===== config.mk =====
export PLATFORM = sky130hd
export DESIGN_NAME = reg_file_sb
export DESIGN_NICKNAME = d
export VERILOG_FILES = /design/src/rtl/reg_file_sb.sv
export SDC_FILE = /design/constraint.sdc
export NUM_CORES = 2
export LEC_CHECK = 0
export CAP_MARGIN = 15
export CELL_PAD_IN_SITES_DETAIL_PLACEMENT = 0
export CELL_PAD_IN_SITES_GLOBAL_PLACEMENT = 1
export CORE_MARGIN = 4
export CORE_UTILIZATION = 54
export CTS_CLUSTER_DIAMETER = 200
export CTS_CLUSTER_SIZE = 30
export DETAILED_ROUTE_END_ITERATION = 7
export GPL_TIMING_DRIVEN = 1
export PLACE_DENSITY_LB_ADDON = 0.1
export SYNTH_ARGS = -nofsm -noshare
export SYNTH_HDL_FRONTEND = slang
export SYNTH_SLANG_ARGS = --single-unit

===== constraint.sdc =====
create_clock -name clk -period 7.96 [get_ports clk]
set_clock_uncertainty 0.15 [all_clocks]
set_input_delay 0.796 -clock clk [delete_from_list [all_inputs] [get_ports clk]]
set_output_delay 0.796 -clock clk [all_outputs]
set_load 0.1 [all_outputs]

===== src/rtl/reg_file_sb.sv =====
// reg_file_sb: scoreboarded register file.
// Two combinational read ports, one write port, and a per-register busy bit
// that marks registers with an in-flight writer. A claim sets the busy bit,
// a write clears it, and a claim in the same cycle as a write to the same
// register wins because it represents a newer writer. npending is a
// registered popcount of the busy vector.
module reg_file_sb #(
  parameter int DATA_W   = 32,
  parameter int ADDR_W   = 5,
  parameter int ZERO_REG = 1,
  parameter int BYPASS   = 1
) (
  input  logic              clk,
  input  logic              rst,
  input  logic [ADDR_W-1:0] raddr0,
  output logic [DATA_W-1:0] rdata0,
  output logic              rbusy0,
  input  logic [ADDR_W-1:0] raddr1,
  output logic [DATA_W-1:0] rdata1,
  output logic              rbusy1,
  input  logic [ADDR_W-1:0] waddr,
  input  logic [DATA_W-1:0] wdata,
  input  logic              wren,
  input  logic              claim_en,
  input  logic [ADDR_W-1:0] claim_addr,
  output logic [ADDR_W:0]   npending
);

  localparam int NREG = 1 << ADDR_W;

  logic [DATA_W-1:0] r_mem [NREG];
  logic [NREG-1:0]   r_busy;
  logic [ADDR_W:0]   r_npending;

  logic              w_wr_ok;
  logic              w_clm_ok;
  logic [NREG-1:0]   w_busy_nxt;
  logic [DATA_W-1:0] w_rdata0;
  logic [DATA_W-1:0] w_rdata1;
  logic              w_rbusy0;
  logic              w_rbusy1;

  // Number of set bits in a busy vector; NREG fits in ADDR_W+1 bits.
  function automatic logic [ADDR_W:0] popcount(input logic [NREG-1:0] v);
    logic [ADDR_W:0] cnt;
    cnt = '0;
    for (int i = 0; i < NREG; i++) begin
      cnt = cnt + {{ADDR_W{1'b0}}, v[i]};
    end
    return cnt;
  endfunction

  // Writes and claims aimed at the hard-wired zero register are dropped.
  always_comb begin
    w_wr_ok  = wren;
    w_clm_ok = claim_en;
    if ((ZERO_REG != 0) && (waddr == '0)) begin
      w_wr_ok = 1'b0;
    end else begin
      w_wr_ok = wren;
    end
    if ((ZERO_REG != 0) && (claim_addr == '0)) begin
      w_clm_ok = 1'b0;
    end else begin
      w_clm_ok = claim_en;
    end
  end

  // Next busy vector: the write retires first, then a claim re-arms, so a
  // same-address claim and write leave the register busy.
  always_comb begin
    w_busy_nxt = r_busy;
    if (w_wr_ok) begin
      w_busy_nxt[waddr] = 1'b0;
    end else begin
      w_busy_nxt[waddr] = r_busy[waddr];
    end
    if (w_clm_ok) begin
      w_busy_nxt[claim_addr] = 1'b1;
    end else begin
      w_busy_nxt[claim_addr] = w_busy_nxt[claim_addr];
    end
  end

  // Storage, busy vector and pending count; reset wins over any write or claim.
  always_ff @(posedge clk) begin
    if (rst) begin
      for (int i = 0; i < NREG; i++) begin
        r_mem[i] <= '0;
      end
      r_busy     <= '0;
      r_npending <= '0;
    end else begin
      if (w_wr_ok) begin
        r_mem[waddr] <= wdata;
      end
      r_busy     <= w_busy_nxt;
      r_npending <= popcount(w_busy_nxt);
    end
  end

  // Read port 0: zero register, then same-cycle forwarding, then storage.
  always_comb begin
    w_rdata0 = r_mem[raddr0];
    w_rbusy0 = r_busy[raddr0];
    if ((ZERO_REG != 0) && (raddr0 == '0)) begin
      w_rdata0 = '0;
      w_rbusy0 = 1'b0;
    end else if ((BYPASS != 0) && w_wr_ok && (waddr == raddr0)) begin
      w_rdata0 = wdata;
      w_rbusy0 = w_clm_ok && (claim_addr == raddr0);
    end else begin
      w_rdata0 = r_mem[raddr0];
      w_rbusy0 = r_busy[raddr0];
    end
  end

  // Read port 1: identical to port 0, fully independent.
  always_comb begin
    w_rdata1 = r_mem[raddr1];
    w_rbusy1 = r_busy[raddr1];
    if ((ZERO_REG != 0) && (raddr1 == '0)) begin
      w_rdata1 = '0;
      w_rbusy1 = 1'b0;
    end else if ((BYPASS != 0) && w_wr_ok && (waddr == raddr1)) begin
      w_rdata1 = wdata;
      w_rbusy1 = w_clm_ok && (claim_addr == raddr1);
    end else begin
      w_rdata1 = r_mem[raddr1];
      w_rbusy1 = r_busy[raddr1];
    end
  end

  assign rdata0   = w_rdata0;
  assign rbusy0   = w_rbusy0;
  assign rdata1   = w_rdata1;
  assign rbusy1   = w_rbusy1;
  assign npending = r_npending;

endmodule


==> qor.log <==
INFO  detailed_routing drtIter0Drc=6250
INFO  logic_synthesis async_reset_ff_frac=0
INFO  timing         least_setup_slack_across_all_paths_after_layout=620ps
INFO  place          hpwlAfterDp=124000um
INFO  die            floorplan.die_area=0.116mm^2
INFO  worst_setup_path worstPathMaxFanout=15
INFO  detailed_routing route.met3.wl=25600um
INFO  grt            grt_pass1_vias=38400
INFO  clock_tree     cts.root.buffer_cell=clkbuf_16
INFO  grt            grt_use_total=0.368
INFO  detailed_routing vias=39200
INFO  place          placed_cells=5514
INFO  timing         setup_viol_count_final=0
INFO  clock_tree     path_clk_slew=130ps
INFO  detailed_routing met2_wl_post_dr=101000um
INFO  logic_synthesis yosys.cell_types.count=75
INFO  clock_tree     cts_setup_buffers=0
INFO  logic_synthesis synth-seq-area-share=0.529
INFO  final_layout   post-route-cell-area=0.0645mm^2
INFO  pwr            worst_ir_drop_vdd=188uV
INFO  worst_setup_path startpoint_type=primary input
INFO  final_layout   filler_cells_inserted=8330
INFO  worst_setup_path setup.worst_path.class=in2reg
INFO  detailed_routing detail_route.wirelength=214000um
INFO  worst_setup_path ff2ff_setup_slack=1170ps
INFO  logic_synthesis postSynthRegisterBits=1062
INFO  timing         maxClockFrequency=136MHz
INFO  timing         worst_slew_margin_rel=0.180
INFO  place          gp_congestion=0.927
INFO  logic_synthesis synth_enable_flop_cells=1024
INFO  final_layout   drive_gt1_frac=0.244
INFO  die            dieWidth=340um
INFO  logic_synthesis syn_avg_cell_area=14.5um^2
INFO  logic_synthesis synthFlopType=edfxtp_1
INFO  worst_hold_path hold_path.class=in2reg
INFO  die            floorplan.initialDensity=0.546
INFO  outcome        result_of_the_run=complete, no violations
INFO  final_layout   net_count_final=4172
INFO  clock_tree     cts_num_sinks=1062
INFO  pwr            pwr_density_cell=184mW/mm^2
INFO  timing         finalMaxSlewViolations=0
INFO  timing         holdWs=401ps
INFO  worst_setup_path cp_data_required_time=8380ps
INFO  grt            grt_max_degree=81
INFO  place          place_worst_setup_slack=-76.8ps
INFO  timing         grt_setup_unrepaired=false
INFO  worst_setup_path crit_arrival=7760ps
INFO  grt            globalRoute.totalOverflow=0
INFO  timing         timing.setup.tns=0ps
INFO  job            cap_viol_max_count=0
INFO  logic_synthesis netlist_area=0.0596mm^2
INFO  detailed_routing ant_nets=0
INFO  die            io_pins=128
INFO  clock_tree     htree_levels=2
INFO  clock_tree     ctsLongestPathBuffers=3
INFO  detailed_routing via_per_inst=7.02
INFO  clock_tree     cts-buffers-inserted=41
INFO  timing         final_hold_viol_count=0
INFO  logic_synthesis ys.warnings.count=0
INFO  timing         max_slew.worst_pin.slew=1220ps
INFO  timing         post-route-period-util=0.922
INFO  worst_setup_path setup.worst_path.end_class=flip-flop
INFO  clock_tree     clock_tree_from_tritoncts=done
INFO  pwr            power_leakage=21.9nW
INFO  die            floorplan.die.height=340um
INFO  place          portBuffers=127
INFO  clock_tree     holdBufCountCts=0
INFO  final_layout   final_cell_count_no_fill=5582
INFO  die            core-area=0.109mm^2
INFO  detailed_routing wl_met1=78300um
INFO  clock_tree     clk-insertion-delay-late=710ps
INFO  clock_tree     resized_after_cts=0
INFO  die            rows=121
INFO  detailed_routing avgRoutedWirePerCell=38.3um
INFO  grt            antenna_found_initial=27
INFO  grt            grt_pass1_wl=299000um
INFO  logic_synthesis post_synth_inst_count=4110
INFO  detailed_routing highest_layer=met5
INFO  detailed_routing total_drc_errors_in_the_routed_layout=0
INFO  timing         min_period=7340ps
INFO  detailed_routing detailedRoute.firstPassIterationCount=6
INFO  final_layout   area_growth_syn_to_layout=8.36%
INFO  place          postPlaceCellArea=0.0633mm^2
==> routing by layer <==
layer	global-route usage	vias up
li1	-	15600
met4	0.134	8
met1	0.508	20300
met2	0.587	2796
met5	0.00208	-
met3	0.0762	460
==> layout by cell type, fill, tap and decap left out, drive strengths merged, types with 51 or more instances in the layout <==
cell           count
a211oi           112
a21oi             62
and2             996
buf              264
clkbuf            51
clkdlybuf4s50     83
edfxtp          1024
mux2i            169
mux4             549
nand2             64
nor2             148
o21ai             68
==> worst max-delay path, stage by stage <==
cell             delay [ps]
clkdlybuf4s50_1         520
buf_4                   230
or3b_2                  470
o221ai_1                170
a22o_2                  240
o21ai_1                 100
buf_4                   220
o2111ai_2               370
buf_4                   210
nor2_1                   50
a21oi_1                 230
fa_1                    460
inv_1                   120
fa_1                    420
fa_1                    540
fa_1                    440
fa_1                    510
inv_1                    50
fa_1                    500
ha_1                    170
inv_1                    60
fa_1                    430
inv_1                    70
a21o_1                  110
a21oi_1                  70
xor2_1                  130
nor2_1                   50
==> cell type report <==
cell class,count,area [um^2],area share
Inverter,40,150,0.00233
Antenna cell,12,30.0,0.000465
Sequential cell,1062,31500,0.488
Clock inverter,2,28.8,0.000446
Multi-Input combinational cell,2592,26800,0.415
Tap cell,1476,1850,0.0286
Clock buffer,50,1100,0.0171
Timing Repair Buffer,348,3060,0.0474
==> report_power, final <==
part           switching [W]  total [W]  internal [W]
clock network        0.00177    0.00277       0.00100
logic                0.00162    0.00253      0.000904
registers           0.000155    0.00658       0.00642
total                0.00355     0.0119       0.00833
==> cell usage after synthesis (40+ instances only) <==
| library cell | instances | area share |
|---|---|---|
| a211oi_1 | 107 | 0.013 |
| mux4_2 | 549 | 0.21 |
| buf_2 | 72 | 0.0061 |
| mux2i_1 | 168 | 0.028 |
| a21oi_1 | 62 | 0.0052 |
| edfxtp_1 | 1024 | 0.52 |
| clkbuf_1 | 327 | 0.021 |
| and2_1 | 995 | 0.10 |
| o21ai_0 | 63 | 0.0053 |
| nor2_1 | 148 | 0.0093 |
| inv_1 | 40 | 0.0025 |
| nand2_1 | 64 | 0.0040 |
==> worst paths after layout <==
check	startpoint	to	cells after the start
setup / recovery	waddr[0]	npending[4]$_SDFF_PP0_	27
hold reg to reg	r_busy[26]$_SDFF_PP0_	r_busy[26]$_SDFF_PP0_	2
setup reg to reg	r_busy[3]$_SDFF_PP0_	npending[4]$_SDFF_PP0_	25
hold / removal	rst	r_busy[30]$_SDFF_PP0_	2
==> registers in the layout, indices dropped and copies added, names as in the netlist <==
register / flops
r_mem: 1024
r_busy: 32
npending: 6
==> metrics by stage <==
stage                     power [W]   util
after floorplan             0.00834      -
after global placement      0.00916  0.580
after detailed placement    0.00919  0.580
after CTS                    0.0119  0.590
after global routing         0.0122  0.591
final                        0.0119  0.591
==> logic make-up after synthesis <==
kind of cell    share of synthesized area
simple gates                        0.132
buf+inv                            0.0336
flops                               0.529
fa+ha+maj                         0.00954
xor+xnor                          0.00353
compound gates                     0.0495
mux                                 0.242
other cells                     0.0000630
(Power assumes the default switching activity.)
